**config.mk**
```make
export PLATFORM = sky130hd
export DESIGN_NAME = mdr_hs
export DESIGN_NICKNAME = d
export VERILOG_FILES = /design/src/rtl/cpu_pkg.sv /design/src/rtl/mdr_watchdog.sv /design/src/rtl/mdr_hs.sv
export SDC_FILE = /design/constraint.sdc
export NUM_CORES = 1
export LEC_CHECK = 0
export ABC_AREA = 1
export CORE_AREA = 5 5 70 72
export DETAILED_ROUTE_END_ITERATION = 12
export DIE_AREA = 0 0 75 77
export DONT_BUFFER_PORTS = 1
export PLACE_DENSITY_LB_ADDON = 0.12
export SLEW_MARGIN = 5
export SYNTH_ARGS = -nofsm -noshare
export SYNTH_HDL_FRONTEND = slang
export SYNTH_SLANG_ARGS = --single-unit
```
**constraint.sdc**
```tcl
create_clock -name clk -period 1.61 [get_ports clk]
set_clock_uncertainty 0.05 [all_clocks]
set_input_delay 0.2415 -clock clk [delete_from_list [all_inputs] [get_ports clk]]
set_output_delay 0.2415 -clock clk [all_outputs]
set_load 0.02 [all_outputs]
```
**src/rtl/cpu_pkg.sv**
```systemverilog
// Shared types and helpers for the CPU datapath blocks around the memory data register.
package cpu_pkg;

  typedef enum logic [1:0] {
    IDLE    = 2'd0,
    RD_WAIT = 2'd1,
    WR_WAIT = 2'd2
  } mdr_state_t;

  localparam int BYTE_W = 8;

  function automatic int lane_count(input int data_w);
    return data_w / BYTE_W;
  endfunction

endpackage

```
**src/rtl/mdr_watchdog.sv**
```systemverilog
// Wait-cycle counter for the MDR handshake; flags expiry on the TIMEOUT-th cycle spent waiting.
module mdr_watchdog #(
  parameter int TIMEOUT = 15,
  parameter int CNT_W   = 4
) (
  input  logic clk,
  input  logic reset,
  input  logic clr,
  input  logic en,
  output logic expired
);

  // Terminal value is TIMEOUT-1 so expiry lands at the end of the TIMEOUT-th wait cycle.
  localparam logic [CNT_W-1:0] TERM = (TIMEOUT > 0) ? CNT_W'(TIMEOUT - 1) : {CNT_W{1'b0}};

  logic [CNT_W-1:0] cnt_r;

  // Wait-cycle counter: cleared on transaction entry, advancing while a transaction is in flight.
  always_ff @(posedge clk or posedge reset) begin
    if (reset) begin
      cnt_r <= {CNT_W{1'b0}};
    end else if (clr) begin
      cnt_r <= {CNT_W{1'b0}};
    end else if (en) begin
      cnt_r <= cnt_r + {{(CNT_W-1){1'b0}}, 1'b1};
    end else begin
      cnt_r <= cnt_r;
    end
  end

  assign expired = (TIMEOUT > 0) && en && (cnt_r == TERM);

endmodule

```
**src/rtl/mdr_hs.sv**
```systemverilog
// Memory data register with a req/ack main-memory handshake, byte-lane loads/stores and a bus watchdog.
module mdr_hs
  import cpu_pkg::*;
#(
  parameter int DATA_W  = 16,
  parameter int TIMEOUT = 15,
  parameter int CNT_W   = 4
) (
  input  logic                  clk,
  input  logic                  reset,
  input  logic [DATA_W-1:0]     bus_in,
  output logic [DATA_W-1:0]     bus_out,
  output logic                  bus_oe,
  input  logic                  mdr_in,
  input  logic                  mdr_out,
  input  logic                  read_from_mm,
  input  logic                  write_to_mm,
  input  logic                  byte_mode,
  input  logic                  sign_ext,
  output logic [DATA_W-1:0]     reg_out,
  output logic                  mem_req,
  output logic                  mem_we,
  output logic [DATA_W/8-1:0]   mem_be,
  output logic [DATA_W-1:0]     mem_wdata,
  input  logic [DATA_W-1:0]     mem_rdata,
  input  logic                  mem_ack,
  output logic                  busy,
  output logic                  bus_err,
  input  logic                  err_clr
);

  localparam int LANES = lane_count(DATA_W);

  mdr_state_t        state_r, state_nxt_s;
  logic [DATA_W-1:0] r_r;
  logic              byte_r, sext_r;
  logic              start_wr_s, start_rd_s, done_s, timeout_s, wd_expired_s;
  logic [LANES-1:0]  be_s;

  function automatic logic [DATA_W-1:0] rd_capture(input logic [DATA_W-1:0] d,
                                                   input logic is_byte, input logic sx);
    if (is_byte) begin
      return {{(DATA_W-BYTE_W){sx & d[BYTE_W-1]}}, d[BYTE_W-1:0]};
    end else begin
      return d;
    end
  endfunction

  mdr_watchdog #(.TIMEOUT(TIMEOUT), .CNT_W(CNT_W)) u_watchdog (
    .clk     (clk),
    .reset   (reset),
    .clr     (start_wr_s | start_rd_s),
    .en      (state_r != IDLE),
    .expired (wd_expired_s)
  );

  // Next-state decode; a write request beats a simultaneous read, an ack beats a timeout.
  always_comb begin
    state_nxt_s = state_r;
    start_wr_s  = 1'b0;
    start_rd_s  = 1'b0;
    done_s      = 1'b0;
    timeout_s   = 1'b0;
    case (state_r)
      IDLE: begin
        if (write_to_mm) begin
          start_wr_s  = 1'b1;
          state_nxt_s = WR_WAIT;
        end else if (read_from_mm) begin
          start_rd_s  = 1'b1;
          state_nxt_s = RD_WAIT;
        end else begin
          state_nxt_s = IDLE;
        end
      end
      RD_WAIT, WR_WAIT: begin
        if (mem_ack) begin
          done_s      = 1'b1;
          state_nxt_s = IDLE;
        end else if (wd_expired_s) begin
          timeout_s   = 1'b1;
          state_nxt_s = IDLE;
        end else begin
          state_nxt_s = state_r;
        end
      end
      default: state_nxt_s = IDLE;
    endcase
  end

  assign be_s = byte_mode ? {{(LANES-1){1'b0}}, 1'b1} : {LANES{1'b1}};

  // State, handshake outputs and transaction attributes, all held stable while waiting.
  always_ff @(posedge clk or posedge reset) begin
    if (reset) begin
      state_r   <= IDLE;
      busy      <= 1'b0;
      mem_req   <= 1'b0;
      mem_we    <= 1'b0;
      mem_be    <= {LANES{1'b0}};
      mem_wdata <= {DATA_W{1'b0}};
      byte_r    <= 1'b0;
      sext_r    <= 1'b0;
    end else begin
      state_r <= state_nxt_s;
      busy    <= (state_nxt_s != IDLE);
      if (start_wr_s) begin
        mem_req   <= 1'b1;
        mem_we    <= 1'b1;
        mem_be    <= be_s;
        mem_wdata <= mdr_in ? bus_in : r_r;
      end else if (start_rd_s) begin
        mem_req <= 1'b1;
        mem_we  <= 1'b0;
        mem_be  <= be_s;
        byte_r  <= byte_mode;
        sext_r  <= sign_ext;
      end else if (done_s | timeout_s) begin
        mem_req <= 1'b0;
      end else begin
        mem_req <= mem_req;
      end
    end
  end

  // Data register: bus loads only in IDLE, read capture only on an acknowledged read.
  always_ff @(posedge clk or posedge reset) begin
    if (reset) begin
      r_r <= {DATA_W{1'b0}};
    end else if ((state_r == IDLE) && mdr_in) begin
      r_r <= bus_in;
    end else if (done_s && (state_r == RD_WAIT)) begin
      r_r <= rd_capture(mem_rdata, byte_r, sext_r);
    end else begin
      r_r <= r_r;
    end
  end

  // Sticky bus error; a timeout in the same cycle as err_clr keeps the flag set.
  always_ff @(posedge clk or posedge reset) begin
    if (reset) begin
      bus_err <= 1'b0;
    end else if (timeout_s) begin
      bus_err <= 1'b1;
    end else if (err_clr) begin
      bus_err <= 1'b0;
    end else begin
      bus_err <= bus_err;
    end
  end

  assign bus_out = r_r;
  assign bus_oe  = mdr_out;
  assign reg_out = (mdr_in && write_to_mm && (state_r == IDLE)) ? bus_in : r_r;

endmodule

```
==> flow_summary_export.csv <==
group,metric,value,unit
setup_path,max_stage_delay,0.40,ns
timing,slew_violations,0,
timing,rsz0062_at_grt,"true",
outcome,violations,"negative setup slack",
setup_path,crit_fanout,7,
clocking,ctsLongestPathBuffers,2,
floorplanning,start_util,56.3,%
global_routing,grt_max_degree,47,
synthesis,ys.flop_type,"dfrtp_1",
global_routing,track_usage,22.8,%
global_routing,grt_pass1_vias,2004,
synthesis,synth_nets,331,
placed_design,dp_hpwl,4450,um
timing,clock.fmax,525,MHz
floorplanning,core.rowCount,24,
finish,diodes,0,
synthesis,syn-cell-area,2380,um2
timing,period_minus_slack,1.91,ns
floorplanning,die_w,75,um
floorplanning,core-area,4230,um2
synthesis,yosysMostFrequentCell,"nand2_1",
power,p_total,0.00649,W
drt,via_per_inst,5.46,
setup_path,worst-path-buf-inv,3,
setup_path,path_delay_family,"buffers and inverters",
setup_path,crit_path_frequent_cell,"nand2_4",
global_routing,antenna_found_initial,0,
finish,fin_nets,376,
finish,fillers,308,
synthesis,yosysWarnings,0,
clocking,cts.clk_slew.worst_paths,0.09,ns
floorplanning,ios,97,
timing,period_share,118,%
global_routing,grt_pass1_wl,10100,um
setup_path,worstSetupPathType,"reg -> out",
job,maxCapViolations,0,
drt,drcViolationCount,0,
setup_path,crit_chain,"inv_2 > ha_4 > nand2_4 > nor2_4 > buf_8 > nand2_4 > o21ai_2 > buf_6",
floorplanning,die_h,77,um
setup_path,critPathCaptureType,"output pin",
finish,register_area,1150,um2
placed_design,place_congestion,0.773,
hold_path,hold_class,"in -> reg",
synthesis,synth.area.top_cells,"dfrtp_1 48%, nand2_1 12%, o21ai_0 5.5%",
clocking,clkLatencyLatePin,0.30,ns
synthesis,synthArstFlopShare,100,%
synthesis,synth_seq_cells,46,
timing,slew_headroom,77.7,%
outcome,status,"finished with violations",
drt,drt_pass1_iterations,4,
timing,hold_violations,0,
drt,ant_nets,0,
setup_path,crit_path_top_delay_cell,"dfrtp_1",
synthesis,netlist.area_leader.share,48.3,%
finish,drive_gt1_share,35.5,%
clocking,htree_levels,2,
synthesis,ys_seq_area_share,48.3,%
synthesis,postSynthAreaPerCell,8.39,um2
synthesis,synth_edf_count,0,
synthesis,synth_common_cells,"79 x nand2_1, 46 x dfrtp_1, 28 x inv_1",
placed_design,io_buffers,0,
finish,areaGrowthSynthToFinish,35.9,%
setup_path,required,1.32,ns
clocking,cts.sinks,46,
floorplanning,dieArea,5780,um2
timing,final.setup.worst_slack,-0.296,ns
clocking,numCtsBuffers,5,
drt,vias,2085,
timing,worst_slew_pin_slew,0.333,ns
drt,finalWirelength,6460,um
clocking,cts-root-buf,"clkbuf_8",
clocking,tritoncts,"done",
timing,setup_viol,16,
timing,tns,-4.07,ns
synthesis,yosysTopAreaCell,"dfrtp_1",
global_routing,grt_overflow,0,
synthesis,ys_types,27,
setup_path,critical_path_arrival,1.61,ns
power,power.leakage,1.61,nW
finish,finish.utilization,76.4,%
drt,routedWlPerCell,16.9,um
power,ir_drop,0.00121,V
setup_path,setup.worst_path.start_class,"flip-flop",
power,power_density,2010,nW/um2
drt,dr.first_iter.drc_count,124,
finish,multiInputGateArea,1300,um2
synthesis,synth_cells,284,
[layer usage]
layer | global-route usage, % | wire (um) | up-vias
met5 | 0 | 0 | -
met4 | 6.58 | 95 | 0
met3 | 7.45 | 521 | 8
met2 | 37.3 | 3290 | 69
li1 | - | - | 1023
met1 | 28.2 | 2560 | 985
[final timing paths]
| check | startpoint | endpoint | slack, ns | depth (start not counted) |
|---|---|---|---|---|
| max | state_r[0]$_DFF_PP0_ | reg_out[2] | -0.30 | 8 |
| min | bus_in[5] | bus_out[5]$_DFFE_PP0P_ | 0.02 | 2 |
| max reg2reg | state_r[0]$_DFF_PP0_ | bus_out[15]$_DFFE_PP0P_ | 0.04 | 8 |
| min reg2reg | sext_r$_DFFE_PP0P_ | sext_r$_DFFE_PP0P_ | 0.45 | 2 |
| max in group asynchronous | reset | mem_wdata[14]$_DFFE_PP0P_ | 0.92 | 3 |
| min in group asynchronous | reset | mem_wdata[15]$_DFFE_PP0P_ | 0.38 | 3 |
[layout make-up]
cell class,count,share of cell area (%)
inverter,32,3.79
clock buffer,8,3.40
tap,52,2.01
multi-input combinational,194,40.1
timing repair buffer,50,15.1
sequential,46,35.6
[power breakdown]
| group | internal (W) | switching, W | total (W) |
|---|---|---|---|
| clock network | 0.000434 | 0.000384 | 0.000817 |
| registers | 0.00167 | 0.000932 | 0.00260 |
| logic | 0.00130 | 0.00177 | 0.00308 |
| total | 0.00341 | 0.00309 | 0.00649 |
[worst reg2reg max path: cells and delay by family (launching register included)]
family / cells / cell delay [ns]
AO/OA/AOI/OAI: 1 / 0.08
adder cells (fa/ha/maj): 1 / 0.15
buffers and inverters: 3 / 0.42
flip-flops: 1 / 0.40
AND/OR/NAND/NOR: 3 / 0.36
[repair_timing]
item | CTS | global route
setup buffers | 8 | 5
resized for setup | 39 | 33
endpoints found under the setup margin | 20 | 36
endpoints found under the hold margin | 48 | 0
pin swaps | 7 | 8
hold buffers | 3 | 0
cloned | 2 | 0
[cells by family after synthesis]
logic type | Yosys count | share of synthesized area, %
AND/OR/NAND/NOR | 133 | 23.4
AO/OA/AOI/OAI | 56 | 17.3
flip-flops | 46 | 48.3
buffers and inverters | 44 | 8.30
adder cells (fa/ha/maj) | 5 | 2.63
[sequential cells by signal, summed over array words and instances, names as in the netlist, 2 cells and up]
name and cells:
bus_out 16, mem_wdata 16, u_watchdog.cnt_r 4, mem_be 2, state_r 2
[layout by cell type (no fill, tap or decap), types with 2 or more instances in the layout]
cell,instances
o211ai_1,4
nand2_4,15
or2_0,5
nor2_4,2
a21oi_2,3
o21ai_4,9
inv_1,25
o22ai_2,4
nand2_1,62
buf_6,13
nor3_1,4
ha_1,4
o21ai_0,10
o211ai_2,10
o21ai_2,7
o21ai_1,3
clkbuf_8,8
buf_12,4
dlygate4sd3_1,3
a31oi_1,4
buf_4,29
nor2_1,19
dfrtp_1,46
nand3_1,21
inv_2,5
nand2_2,4
[through the flow]
stage / hold slack, ns / cell area [um2] / cells / worst slack, ns
2_1_floorplan: 0.290 / 2420 / 284 / -0.0750
3_3_place_gp: 0.137 / 2720 / 358 / -0.00535
6_report: 0.0220 / 3240 / 382 / -0.296
3_5_place_dp: 0.136 / 2720 / 358 / -0.0555
4_1_cts: 0.0188 / 3080 / 378 / -0.321
5_1_grt: 0.00832 / 3240 / 382 / -0.384
No activity file was read; power rests on OpenSTA's default activity.
